--- src/rtl/riscv_pipe_pkg.sv ---
// Shared pipeline types and constants for the hazard controller and pipeline registers.
// Latency: n/a (declarations only); backpressure: n/a.
package riscv_pipe_pkg;

    localparam int REG_W = 5;

    // addi x0, x0, 0 -- what the pipeline registers load when bubbled or flushed
    localparam logic [31:0] NOP_INSN = 32'h0000_0013;

    typedef enum logic {
        MD_IDLE = 1'b0,
        MD_BUSY = 1'b1
    } md_state_t;

    function automatic logic reg_hit(input logic use_rs, input logic [REG_W-1:0] rs,
                                     input logic [REG_W-1:0] rd);
        return use_rs && (rs == rd);
    endfunction

endpackage

--- src/rtl/pipeline_hazard_controller_if.sv ---
// ID/EX hazard inputs and stall/flush controls between pipeline datapath and hazard controller.
// Latency: n/a (wiring only); backpressure: n/a.
interface pipeline_hazard_controller_if #(
    parameter int REG_W = 5,
    parameter int CNT_W = 16
);
    logic [REG_W-1:0] rs1_id;
    logic [REG_W-1:0] rs2_id;
    logic             use_rs1_id;
    logic             use_rs2_id;
    logic [REG_W-1:0] rd_ex;
    logic             memread_ex;
    logic             md_op_ex;
    logic             branch_taken_ex;
    logic             stall_if;
    logic             stall_id;
    logic             stall_ex;
    logic             flush_id;
    logic             bubble_ex;
    logic             bubble_mem;
    logic             md_busy;
    logic             md_done;
    logic [CNT_W-1:0] stall_cycles;

    modport master (
        output rs1_id, rs2_id, use_rs1_id, use_rs2_id, rd_ex, memread_ex, md_op_ex, branch_taken_ex,
        input  stall_if, stall_id, stall_ex, flush_id, bubble_ex, bubble_mem, md_busy, md_done,
               stall_cycles
    );

    modport slave (
        input  rs1_id, rs2_id, use_rs1_id, use_rs2_id, rd_ex, memread_ex, md_op_ex, branch_taken_ex,
        output stall_if, stall_id, stall_ex, flush_id, bubble_ex, bubble_mem, md_busy, md_done,
               stall_cycles
    );
endinterface

--- src/rtl/md_sequencer.sv ---
// Tracks a MUL/DIV op occupying EX and holds the pipeline until its last cycle.
// Latency: stall combinational from md_op_ex; op occupies EX MD_LATENCY cycles; backpressure: none.
module md_sequencer
    import riscv_pipe_pkg::*;
#(
    parameter int MD_LATENCY = 4
) (
    input  logic clk,
    input  logic rst_n,
    input  logic md_op_ex,
    output logic md_busy,
    output logic md_stall,
    output logic md_done
);
    localparam int CW = $clog2(MD_LATENCY);

    md_state_t     state_q, state_d;
    logic [CW-1:0] cnt_q, cnt_d;

    always_ff @(posedge clk or negedge rst_n) begin
        if (!rst_n) begin
            state_q <= MD_IDLE;
            cnt_q   <= '0;
        end else begin
            state_q <= state_d;
            cnt_q   <= cnt_d;
        end
    end

    always_comb begin
        state_d  = state_q;
        cnt_d    = cnt_q;
        md_busy  = 1'b0;
        md_stall = 1'b0;
        md_done  = 1'b0;
        case (state_q)
            MD_IDLE: begin
                if (md_op_ex) begin
                    md_busy  = 1'b1;
                    md_stall = 1'b1;
                    state_d  = MD_BUSY;
                    cnt_d    = CW'(MD_LATENCY - 2);
                end
            end
            MD_BUSY: begin
                // md_op_ex is the same instruction still parked in EX, so it is not re-sampled
                md_busy = 1'b1;
                if (cnt_q != '0) begin
                    md_stall = 1'b1;
                    cnt_d    = cnt_q - CW'(1);
                end else begin
                    md_done = 1'b1;
                    state_d = MD_IDLE;
                end
            end
            default: state_d = MD_IDLE;
        endcase
    end

endmodule

--- src/rtl/pipeline_hazard_controller.sv ---
// Stall/flush sequencer for load-use, taken-branch redirect and MUL/DIV occupancy; counts stall cycles.
// Latency: controls combinational from inputs/state; backpressure: MUL/DIV > branch > load-use.
module pipeline_hazard_controller #(
    parameter int MD_LATENCY = 4,
    parameter int REG_W      = riscv_pipe_pkg::REG_W,
    parameter int CNT_W      = 16
) (
    input  logic                        clk,
    input  logic                        rst_n,
    pipeline_hazard_controller_if.slave hz
);
    import riscv_pipe_pkg::*;

    logic             md_busy, md_stall, md_done;
    logic [REG_W-1:0] rd;
    logic             load_use;
    logic             s_if, s_id, s_ex, f_id, b_ex, b_mem;
    logic [CNT_W-1:0] cnt_q;

    md_sequencer #(.MD_LATENCY(MD_LATENCY)) u_md (
        .clk      (clk),
        .rst_n    (rst_n),
        .md_op_ex (hz.md_op_ex),
        .md_busy  (md_busy),
        .md_stall (md_stall),
        .md_done  (md_done)
    );

    assign rd       = hz.rd_ex;
    assign load_use = hz.memread_ex && (rd != '0) &&
                      (reg_hit(hz.use_rs1_id, hz.rs1_id, rd) || reg_hit(hz.use_rs2_id, hz.rs2_id, rd));

    always_comb begin
        s_if  = 1'b0;
        s_id  = 1'b0;
        s_ex  = 1'b0;
        f_id  = 1'b0;
        b_ex  = 1'b0;
        b_mem = 1'b0;
        if (md_busy) begin
            s_if  = md_stall;
            s_id  = md_stall;
            s_ex  = md_stall;
            b_mem = md_stall;
        end else if (hz.branch_taken_ex) begin
            // the ID instruction is squashed anyway, so a coincident load-use match is moot
            f_id = 1'b1;
            b_ex = 1'b1;
        end else if (load_use) begin
            s_if = 1'b1;
            s_id = 1'b1;
            b_ex = 1'b1;
        end
    end

    // Outputs are forced low while reset is asserted, even if inputs would request a stall
    assign hz.stall_if   = rst_n & s_if;
    assign hz.stall_id   = rst_n & s_id;
    assign hz.stall_ex   = rst_n & s_ex;
    assign hz.flush_id   = rst_n & f_id;
    assign hz.bubble_ex  = rst_n & b_ex;
    assign hz.bubble_mem = rst_n & b_mem;
    assign hz.md_busy    = rst_n & md_busy;
    assign hz.md_done    = rst_n & md_done;

    always_ff @(posedge clk or negedge rst_n) begin
        if (!rst_n) begin
            cnt_q <= '0;
        end else if (s_if && (cnt_q != '1)) begin
            cnt_q <= cnt_q + CNT_W'(1);
        end
    end

    assign hz.stall_cycles = cnt_q;

endmodule
--- src/flat_wrapper.sv ---
// flat-port wrapper written by rule: the top's interface ports become plain ports
module pipeline_hazard_controller_flat import riscv_pipe_pkg::*;
#(
    parameter int MD_LATENCY = 4,
    parameter int REG_W      = riscv_pipe_pkg::REG_W,
    parameter int CNT_W      = 16
)
  (clk, rst_n, hz_rs1_id, hz_rs2_id, hz_use_rs1_id, hz_use_rs2_id, hz_rd_ex, hz_memread_ex, hz_md_op_ex, hz_branch_taken_ex, hz_stall_if, hz_stall_id, hz_stall_ex, hz_flush_id, hz_bubble_ex, hz_bubble_mem, hz_md_busy, hz_md_done, hz_stall_cycles);
  pipeline_hazard_controller_if #(.REG_W(REG_W), .CNT_W(CNT_W)) hz_i ();
  input  logic clk;
  input  logic rst_n;
  input wire logic [$bits(hz_i.rs1_id)-1:0] hz_rs1_id;
  input wire logic [$bits(hz_i.rs2_id)-1:0] hz_rs2_id;
  input wire logic [$bits(hz_i.use_rs1_id)-1:0] hz_use_rs1_id;
  input wire logic [$bits(hz_i.use_rs2_id)-1:0] hz_use_rs2_id;
  input wire logic [$bits(hz_i.rd_ex)-1:0] hz_rd_ex;
  input wire logic [$bits(hz_i.memread_ex)-1:0] hz_memread_ex;
  input wire logic [$bits(hz_i.md_op_ex)-1:0] hz_md_op_ex;
  input wire logic [$bits(hz_i.branch_taken_ex)-1:0] hz_branch_taken_ex;
  output wire logic [$bits(hz_i.stall_if)-1:0] hz_stall_if;
  output wire logic [$bits(hz_i.stall_id)-1:0] hz_stall_id;
  output wire logic [$bits(hz_i.stall_ex)-1:0] hz_stall_ex;
  output wire logic [$bits(hz_i.flush_id)-1:0] hz_flush_id;
  output wire logic [$bits(hz_i.bubble_ex)-1:0] hz_bubble_ex;
  output wire logic [$bits(hz_i.bubble_mem)-1:0] hz_bubble_mem;
  output wire logic [$bits(hz_i.md_busy)-1:0] hz_md_busy;
  output wire logic [$bits(hz_i.md_done)-1:0] hz_md_done;
  output wire logic [$bits(hz_i.stall_cycles)-1:0] hz_stall_cycles;
  assign hz_i.rs1_id = hz_rs1_id;
  assign hz_i.rs2_id = hz_rs2_id;
  assign hz_i.use_rs1_id = hz_use_rs1_id;
  assign hz_i.use_rs2_id = hz_use_rs2_id;
  assign hz_i.rd_ex = hz_rd_ex;
  assign hz_i.memread_ex = hz_memread_ex;
  assign hz_i.md_op_ex = hz_md_op_ex;
  assign hz_i.branch_taken_ex = hz_branch_taken_ex;
  assign hz_stall_if = hz_i.stall_if;
  assign hz_stall_id = hz_i.stall_id;
  assign hz_stall_ex = hz_i.stall_ex;
  assign hz_flush_id = hz_i.flush_id;
  assign hz_bubble_ex = hz_i.bubble_ex;
  assign hz_bubble_mem = hz_i.bubble_mem;
  assign hz_md_busy = hz_i.md_busy;
  assign hz_md_done = hz_i.md_done;
  assign hz_stall_cycles = hz_i.stall_cycles;
  pipeline_hazard_controller #(.MD_LATENCY(MD_LATENCY), .REG_W(REG_W), .CNT_W(CNT_W)) u_core (.clk(clk), .rst_n(rst_n), .hz(hz_i));
endmodule
--- config.mk ---
export PLATFORM = sky130hd
export DESIGN_NAME = pipeline_hazard_controller_flat
export DESIGN_NICKNAME = d
export VERILOG_FILES = /design/src/rtl/riscv_pipe_pkg.sv /design/src/rtl/pipeline_hazard_controller_if.sv /design/src/rtl/md_sequencer.sv /design/src/rtl/pipeline_hazard_controller.sv /design/src/flat_wrapper.sv
export SDC_FILE = /design/constraint.sdc
export NUM_CORES = 1
export LEC_CHECK = 0
export BUFFER_PORTS_ARGS = -buffer_cell sky130_fd_sc_hd__clkbuf_2
export CAP_MARGIN = 10
export CELL_PAD_IN_SITES_DETAIL_PLACEMENT = 1
export CELL_PAD_IN_SITES_GLOBAL_PLACEMENT = 1
export CORE_ASPECT_RATIO = 0.7
export CORE_MARGIN = 5
export CORE_UTILIZATION = 30
export DETAILED_ROUTE_END_ITERATION = 8
export PLACE_DENSITY = 0.79
export SKIP_CTS_REPAIR_TIMING = 1
export SLEW_MARGIN = 0
export SYNTH_ARGS = -nofsm -noshare
export SYNTH_HDL_FRONTEND = slang
export SYNTH_SLANG_ARGS = --single-unit
--- constraint.sdc ---
create_clock -name clk -period 3.45 [get_ports clk]
set_input_delay 0.1725 -clock clk [delete_from_list [all_inputs] [get_ports clk]]
set_output_delay 0.1725 -clock clk [all_outputs]
set_load 0.005 [all_outputs]
### Word-level counts from Yosys, hierarchy flattened

Index checks and enable logic that the tools add are counted.

* register bits after elaboration: 19
* input port bits: 22
* output and inout bits: 24
* word-level logic and storage cells: 43

* add/sub/neg operators: 2
* equal/unequal tests: 5
* multiplexer cells: 17
* bitwise gates (word level): 7
* reductions and logical operators: 9

Operator list (count)
* adder 16 x 1 -> 16 bit, second input constant: 1
* != test 16 bit, second input constant: 1
* two-way mux 1 bit: 12
* == test 5 bit: 2
* bitwise AND 1 bit: 6
* logical AND 1 bit: 5
* nonzero test 5 bit: 1
* two-way mux 2 bit: 2
* case mux 1 bit (2 select lines): 2
* case mux 2 bit (2 select lines): 1
* != test 2 x 1 -> 1 bit, second input constant: 1
* != test 2 bit, second input constant: 1
* AND reduction 2 bit: 1
* nonzero test 2 bit: 1
* subtractor 2 x 1 -> 2 bit, second input constant: 1
* logical OR 1 bit: 1
* inverter 1 bit: 1

### Depth between registers and ports, before layout

Gate-level depths: netlist of run 1.

* depth in word-level cells: 8
* mapped depth: 8
* gate-level depth less buffers: 7

### Hierarchy

Synthesis of run 1 repeated with hierarchy kept, for this count alone.

* cell total of the unflattened synthesis: 110
* area, all modules: 1174.9 µm²

By module, submodules not included
* pipeline_hazard_controller: instances 1, cells an instance 97, area each 1016.0 µm², seq. area each 400.4 µm²
* md_sequencer: instances 1, cells an instance 13, area each 158.9 µm², seq. area each 75.1 µm²

### Worst setup path after synthesis of run 1

No wires, ideal clock.

* kind: reg2reg
* start: register u_core.cnt_q[0] (netlist: u_core.hz.stall_cycles[0])
* end: register u_core.cnt_q[10] (netlist: u_core.hz.stall_cycles[10])
* setup time: 124 ps
* data arrival time: 1636 ps
* required time: 3326 ps
* path slack: 1691 ps
* cell stages (with the launch flop): 9
* path buffers: 1
* clock period less this slack: 1759 ps
* path through: dfrtp_1 ha_1 and3_1 nand4_1 nand2b_1 o31ai_4 buf_6 nand4_1 xnor2_1

* word-level cells in the longest chain between the ends: 2
* elaborated cells between the ends (all ways): 3
* those cells by class: add/sub (1); eq/ne (1); reduce/logical (1)

Ends and longest elaborated chain
* start: declaration: RTL line pipeline_hazard_controller.sv:18 `logic [CNT_W-1:0] cnt_q;`
* start signal: assignment: RTL line pipeline_hazard_controller.sv:70 `cnt_q <= cnt_q + CNT_W'(1);`
* branches (longest 2 deep; another with adder 16 x 1 -> 16 bit)

Several ways; the timed one is not identified.
A chain may end at the register's enable or synchronous reset.

### Worst setup path after layout of run 1

* start: register u_core.u_md.state_q
* end: output port hz_stall_id

* word-level cells in the longest chain between the ends: 4
* elaborated cells between the ends (all ways): 5
* those cells by class: mux (3); bitwise (2)

Ends and longest elaborated chain
* start: declaration: RTL line md_sequencer.sv:17 `md_state_t state_q, state_d;`
* start signal: assignment: RTL line md_sequencer.sv:25 `state_q <= state_d;`
* inverter 1 bit
* case mux 1 bit (2 select lines): RTL line md_sequencer.sv:36 `case (state_q)`
* two-way mux 1 bit (*): RTL line pipeline_hazard_controller.sv:40 `if (md_busy) begin`
* bitwise AND 1 bit (*): RTL line pipeline_hazard_controller.sv:58 `assign hz.stall_id = rst_n & s_id;`
* end: declaration: RTL line flat_wrapper.sv:21 `output wire logic [$bits(hz_i.stall_id)-1:0] hz_stall_id;`

Mark *: on every way between the ends. The rest lies on a longest branch, timed or not.

==> results of run 1 <==
[worst paths after layout]
kind / cells after the start / startpoint / end
max in group asynchronous: 2 / rst_n / u_core.hz.stall_cycles[6]$_DFFE_PN0P_
min in group asynchronous: 2 / rst_n / u_core.hz.stall_cycles[9]$_DFFE_PN0P_
max reg2reg: 7 / u_core.hz.stall_cycles[0]$_DFFE_PN0P_ / u_core.hz.stall_cycles[8]$_DFFE_PN0P_
max: 4 / u_core.u_md.state_q$_DFF_PN0_ / hz_stall_id
min reg2reg: 1 / u_core.hz.stall_cycles[15]$_DFFE_PN0P_ / u_core.hz.stall_cycles[15]$_DFFE_PN0P_
min: 2 / hz_md_op_ex / u_core.u_md.cnt_q[0]$_DFFE_PN0P_
[registers in the layout, indices dropped and copies added, names as in the netlist]
register and count:
u_core.u_md.cnt_q 2, u_core.hz.stall_cycles 16, u_core.u_md.state_q 1
[metal layers]
layer	share of wire	wire, µm	GRT usage	up-vias
li1	-	-	-	465
met1	0.44	1270	0.164	445
met2	0.48	1380	0.215	32
met3	0.075	217	0.0475	2
met4	0.0035	10	0.0280	0
met5	0	0	0	-
[kinds of logic after synthesis]
kind of cell    count (synthesis)
compound gates                  9
mux                             1
flops                          19
xor+xnor                       26
simple gates                   40
buf+inv                         8
fa+ha+maj                       2
[area by class of cell]
type                            count  share of cell area
Tap cell                           50              0.0439
Clock buffer                        3              0.0290
Sequential cell                    19               0.334
Clock inverter                      1             0.00351
Multi-Input combinational cell     78               0.414
Timing Repair Buffer               46               0.165
Inverter                            4              0.0105
[cell usage after synthesis (2+ instances only)]
library cell,n,area share
xnor2_1,17,0.13
nand4_1,7,0.039
ha_1,2,0.023
nand2_1,4,0.014
nor2_1,2,0.0068
dfrtp_1,19,0.43
nand3_1,6,0.027
and2_1,2,0.011
and4_1,4,0.032
buf_4,2,0.014
and3_1,7,0.039
a32oi_1,2,0.016
o31ai_1,2,0.014
nor2b_1,2,0.011
xor2_1,9,0.071
inv_1,4,0.014
[per-stage QoR]
| stage | utilization | power, µW |
|---|---|---|
| detailed placement | 0.387 | 703 |
| CTS | 0.400 | 863 |
| global placement | 0.387 | 677 |
| global route | 0.403 | 926 |
| finish | 0.403 | 847 |
| floorplan | - | 582 |
[report_power, final]
group          switching, µW  total (µW)  internal (µW)
clock                   74.2         155           80.4
sequential              64.0         347            283
combinational            183         345            163
[placed cells by master, fill, tap and decap left out, types with 2 or more instances in the layout]
cell,instances
clkbuf_2,45
and4_1,4
clkbuf_8,3
and3_1,7
nand3_1,6
and2_1,2
o31ai_1,2
xnor2_1,17
ha_1,2
nand2_1,4
nor2b_1,2
nand4_1,7
nor2_1,2
dfrtp_1,19
inv_1,4
xor2_1,9
a32oi_1,2
==> out/results.ini, run 1 <==
[logic_synthesis]
synthAdderAreaFrac = 0.0225
synth_top_family_by_area = simple AND/OR/NAND/NOR gates
synth-edff-count = 0
yosys_warnings = 0
synthArstFlopShare = 1.00
synthSimpleGateAreaFrac = 0.221
postSynthCellCount = 105
syn_area_per_cell_um2 = 10.6
synth_nets = 129
syn-cell-area_um2 = 1110
synth_mux_area_frac = 0.0101
synth-xor-area-share = 0.205
synth_compound_area_frac = 0.0732
ys_ff_latch = 19
seq_area_frac_synth = 0.428
ys_types = 30
synth-main-ff-cell = dfrtp_1

[placement]
pre_cts_slack_ns = 1.32
dpl.cell_count = 196
gp_congestion = 0.777
dp_hpwl_um = 2370
io_buffers = 45
place_area_um2 = 1370

[floorplan]
die-area_um2 = 5040
coreArea_um2 = 3540
io_pins = 46
die_height_um = 60.9
die_w_um = 82.7
start_util = 0.314
rows = 18

[final_layout]
design_area_um2 = 1430
multi_input_area_um2 = 591
regArea_um2 = 475
nFillCells = 443
syn_to_final_growth_pct = 28.3
stdcell_count = 201
nets = 176
drive_gt1_frac = 0.344
n_antenna_cell = 0

[run_status]
status = finished, final reports clean

[timing]
clock_skew_ns = 0.00465
slew_headroom = 0.598
setup_tns_ns = 0
worstMarginPinSlew_ns = 0.603
finalCritPeriodShare = 0.625
finalCriticalPeriod_ns = 2.16
final_max_slew_viol_count = 0
fmax_ghz = 0.463
setup_viol = 0
timing.hold.ws_ns = 0.119
fin_ws_ns = 1.29
rsz0062_at_grt = false
hold_viol = 0

[grt]
antenna_found_initial = 0
grt_pass1_wl_um = 4900
grt_usage = 0.130
grt-ovfl-total = 0
grt_max_degree = 25
grt_pass1_vias = 1012

[route]
first_iter_violations = 47
post-route-drc-count = 0
wirelength_um = 2890
num_vias = 944
drtAntennaViolNets = 0
viasPerCell = 4.70
drtPass1Iterations = 4
avgRoutedWirePerCell_um = 14.4

[cts]
cts_tree = yes
path_clk_slew_ns = 0.07
cts.sinks = 19
cts_inserted_buffers = 3
clk_path_buf_depth = 2
clock_latency_ns = 0.26
cts-root-buf = clkbuf_8
cts_max_level = 1

[worst_setup_path]
cp_slowest_stage_delay_ns = 0.47
worstPathRequired_ns = 3.28
startpoint_type = flip-flop
path_cells = or3_1, o31ai_1, and2_1, clkbuf_2
crit_family = simple AND/OR/NAND/NOR gates
slowest_stage = o31ai_1
setup.worst_path.end_class = primary output
worst-path-max-fanout = 8
cp_num_buf_inv = 1
crit_arrival_ns = 1.99
reg2reg_slack_ns = 1.33
crit_type = flip-flop to primary output

[run]
maxCapViolations = 0

[min_path]
hp-class = input pin to flip-flop

[pwr]
powerDensity_nw_per_um2 = 594
vdd_drop_max_mv = 0.211
leakage_uw = 0.000704

Note: power is estimated with default switching activity, not from simulation.
==> run 2, diff against run 1 <==
Clock period 3.45 ns to 2.2 ns, I/O delays scaled along.
==> out/results.ini, run 2 (synthesized netlist as in run 1, its figures left out) <==
[final_layout]
syn_to_final_growth_pct = 30.1  ; was 28.3%
drive_gt1_frac = 0.359  ; was 0.344
mostFrequentLayoutCell = clkbuf_2  ; unchanged
design_area_um2 = 1450  ; was 1430 µm²
multi_input_area_um2 = 596  ; was 591 µm²
n_antenna_cell = 0  ; unchanged
mostFrequentLayoutCells = 45 x clkbuf_2, 19 x dfrtp_1, 17 x xnor2_1  ; unchanged
regArea_um2 = 475  ; unchanged
nets = 178  ; was 176
largest_reg_flops = 16  ; unchanged
nFillCells = 441  ; was 443

[run]
maxCapViolations = 0  ; unchanged

[pwr]
leakage_uw = 0.000714  ; was 0.000704 µW
powerDensity_nw_per_um2 = 948  ; was 594 nW/µm²
vdd_drop_max_mv = 0.301  ; was 0.211 mV

[placement]
place_area_um2 = 1380  ; was 1370 µm²
io_buffers = 45  ; unchanged
dp_hpwl_um = 2520  ; was 2370 µm
gp_congestion = 0.835  ; was 0.777

[grt]
grt-ovfl-total = 0  ; unchanged
grt_max_degree = 24  ; was 25
grt_pass1_wl_um = 5060  ; was 4900 µm
grt_usage = 0.135  ; was 0.130
grt_pass1_vias = 1035  ; was 1012
antenna_found_initial = 0  ; unchanged

[route]
num_vias = 970  ; was 944
first_iter_violations = 41  ; was 47
avgRoutedWirePerCell_um = 15.4  ; was 14.4 µm
wirelength_um = 3130  ; was 2890 µm
drtAntennaViolNets = 0  ; unchanged
post-route-drc-count = 0  ; unchanged
viasPerCell = 4.78  ; was 4.70
drtPass1Iterations = 2  ; was 4

[worst_setup_path]
cp_slowest_stage_delay_ns = 0.47  ; about the same
cp_num_buf_inv = 1  ; unchanged
crit_arrival_ns = 1.87  ; was 1.99 ns
slowest_stage = or3_1  ; was o31ai_1
path_cells = or3_1, o31ai_2, and2_1, clkbuf_2  ; was or3_1, o31ai_1, and2_1, clkbuf_2
crit_type = flip-flop to primary output  ; unchanged
crit_family = simple AND/OR/NAND/NOR gates  ; unchanged
worst-path-max-fanout = 8  ; unchanged
worstPathRequired_ns = 2.09  ; was 3.28 ns
setup.worst_path.end_class = primary output  ; unchanged
startpoint_type = flip-flop  ; unchanged

[cts]
path_clk_slew_ns = 0.07  ; about the same
cts_inserted_buffers = 3  ; unchanged
cts.sinks = 19  ; unchanged
clk_path_buf_depth = 2  ; unchanged
cts_max_level = 1  ; unchanged
clock_latency_ns = 0.26  ; about the same
cts-root-buf = clkbuf_8  ; unchanged
cts_tree = yes  ; unchanged

[timing]
slew_headroom = 0.667  ; was 0.598
rsz0062_at_grt = false  ; unchanged
hold_viol = 0  ; unchanged
worstMarginPinSlew_ns = 0.499  ; was 0.603 ns
setup_tns_ns = 0  ; unchanged
clock_skew_ns = 0.00550  ; was 0.00465 ns
fmax_ghz = 0.506
finalCriticalPeriod_ns = 1.98
finalCritPeriodShare = 0.899
final_max_slew_viol_count = 0  ; unchanged
setup_viol = 0  ; unchanged

[floorplan]
rows = 18  ; unchanged
io_pins = 46  ; unchanged
die_height_um = 60.9  ; unchanged
start_util = 0.314  ; unchanged
die-area_um2 = 5040  ; unchanged
die_w_um = 82.7  ; unchanged
coreArea_um2 = 3540  ; unchanged

[min_path]
hp-class = input pin to flip-flop  ; unchanged

[run_status]
status = finished, final reports clean  ; unchanged

==> run 2: cell count changes in the layout (fill, tap and decap cells not counted) <==
cell / previous run / this run
buf_4: 0 / 2
o31ai_1: 2 / 1
o31ai_2: 0 / 1
==> run 2: report_power, final <==
group	internal (µW)	leakage [µW]	switching [µW]
clock network	126	0.0000255	118
logic	272	0.000445	308
registers	444	0.000244	102
total	842	0.000714	528
==> run 2: final cells by class <==
cell class / instances / area share
clock inverters: 1 / 0.00346
repair buffers: 48 / 0.173
well taps: 50 / 0.0433
inverters: 4 / 0.0104
multi-input cells: 78 / 0.412
flip-flops and latches: 19 / 0.329
clock buffers: 3 / 0.0286
==> run 2: worst paths after layout <==
kind                                                         from                                endpoint  slack, ns  cells past startpoint
setup / recovery                    u_core.u_md.state_q$_DFF_PN0_                             hz_stall_if       0.22                      4
max in group asynchronous                                   rst_n   u_core.hz.stall_cycles[0]$_DFFE_PN0P_       1.58                      3
setup reg to reg            u_core.hz.stall_cycles[0]$_DFFE_PN0P_   u_core.hz.stall_cycles[1]$_DFFE_PN0P_       0.27                      7
hold / removal                                        hz_md_op_ex        u_core.u_md.cnt_q[0]$_DFFE_PN0P_       0.05                      2
hold reg to reg            u_core.hz.stall_cycles[15]$_DFFE_PN0P_  u_core.hz.stall_cycles[15]$_DFFE_PN0P_       0.50                      1
min in group asynchronous                                   rst_n   u_core.hz.stall_cycles[7]$_DFFE_PN0P_       0.40                      3
==> run 2: metal layers <==
layer,GRT usage,vias to the layer above,wire length [µm]
met5,0,-,0
met4,0.0466,0,68
met3,0.0415,6,202
met2,0.228,34,1580
met1,0.165,463,1280
li1,-,467,-
==> run 2: stage by stage <==
stage	utilization	instances	setup slack [ns]	hold WS, ns	total power (µW)
6_report	0.409	203	0.222	0.0546	1370
5_1_grt	0.409	203	0.119	0.0669	1480
4_1_cts	0.404	202	0.0951	-0.122	1390
3_5_place_dp	0.391	198	0.269	0.160	1140
3_3_place_gp	0.391	198	0.316	0.150	1080
2_1_floorplan	-	105	0.441	-0.186	913
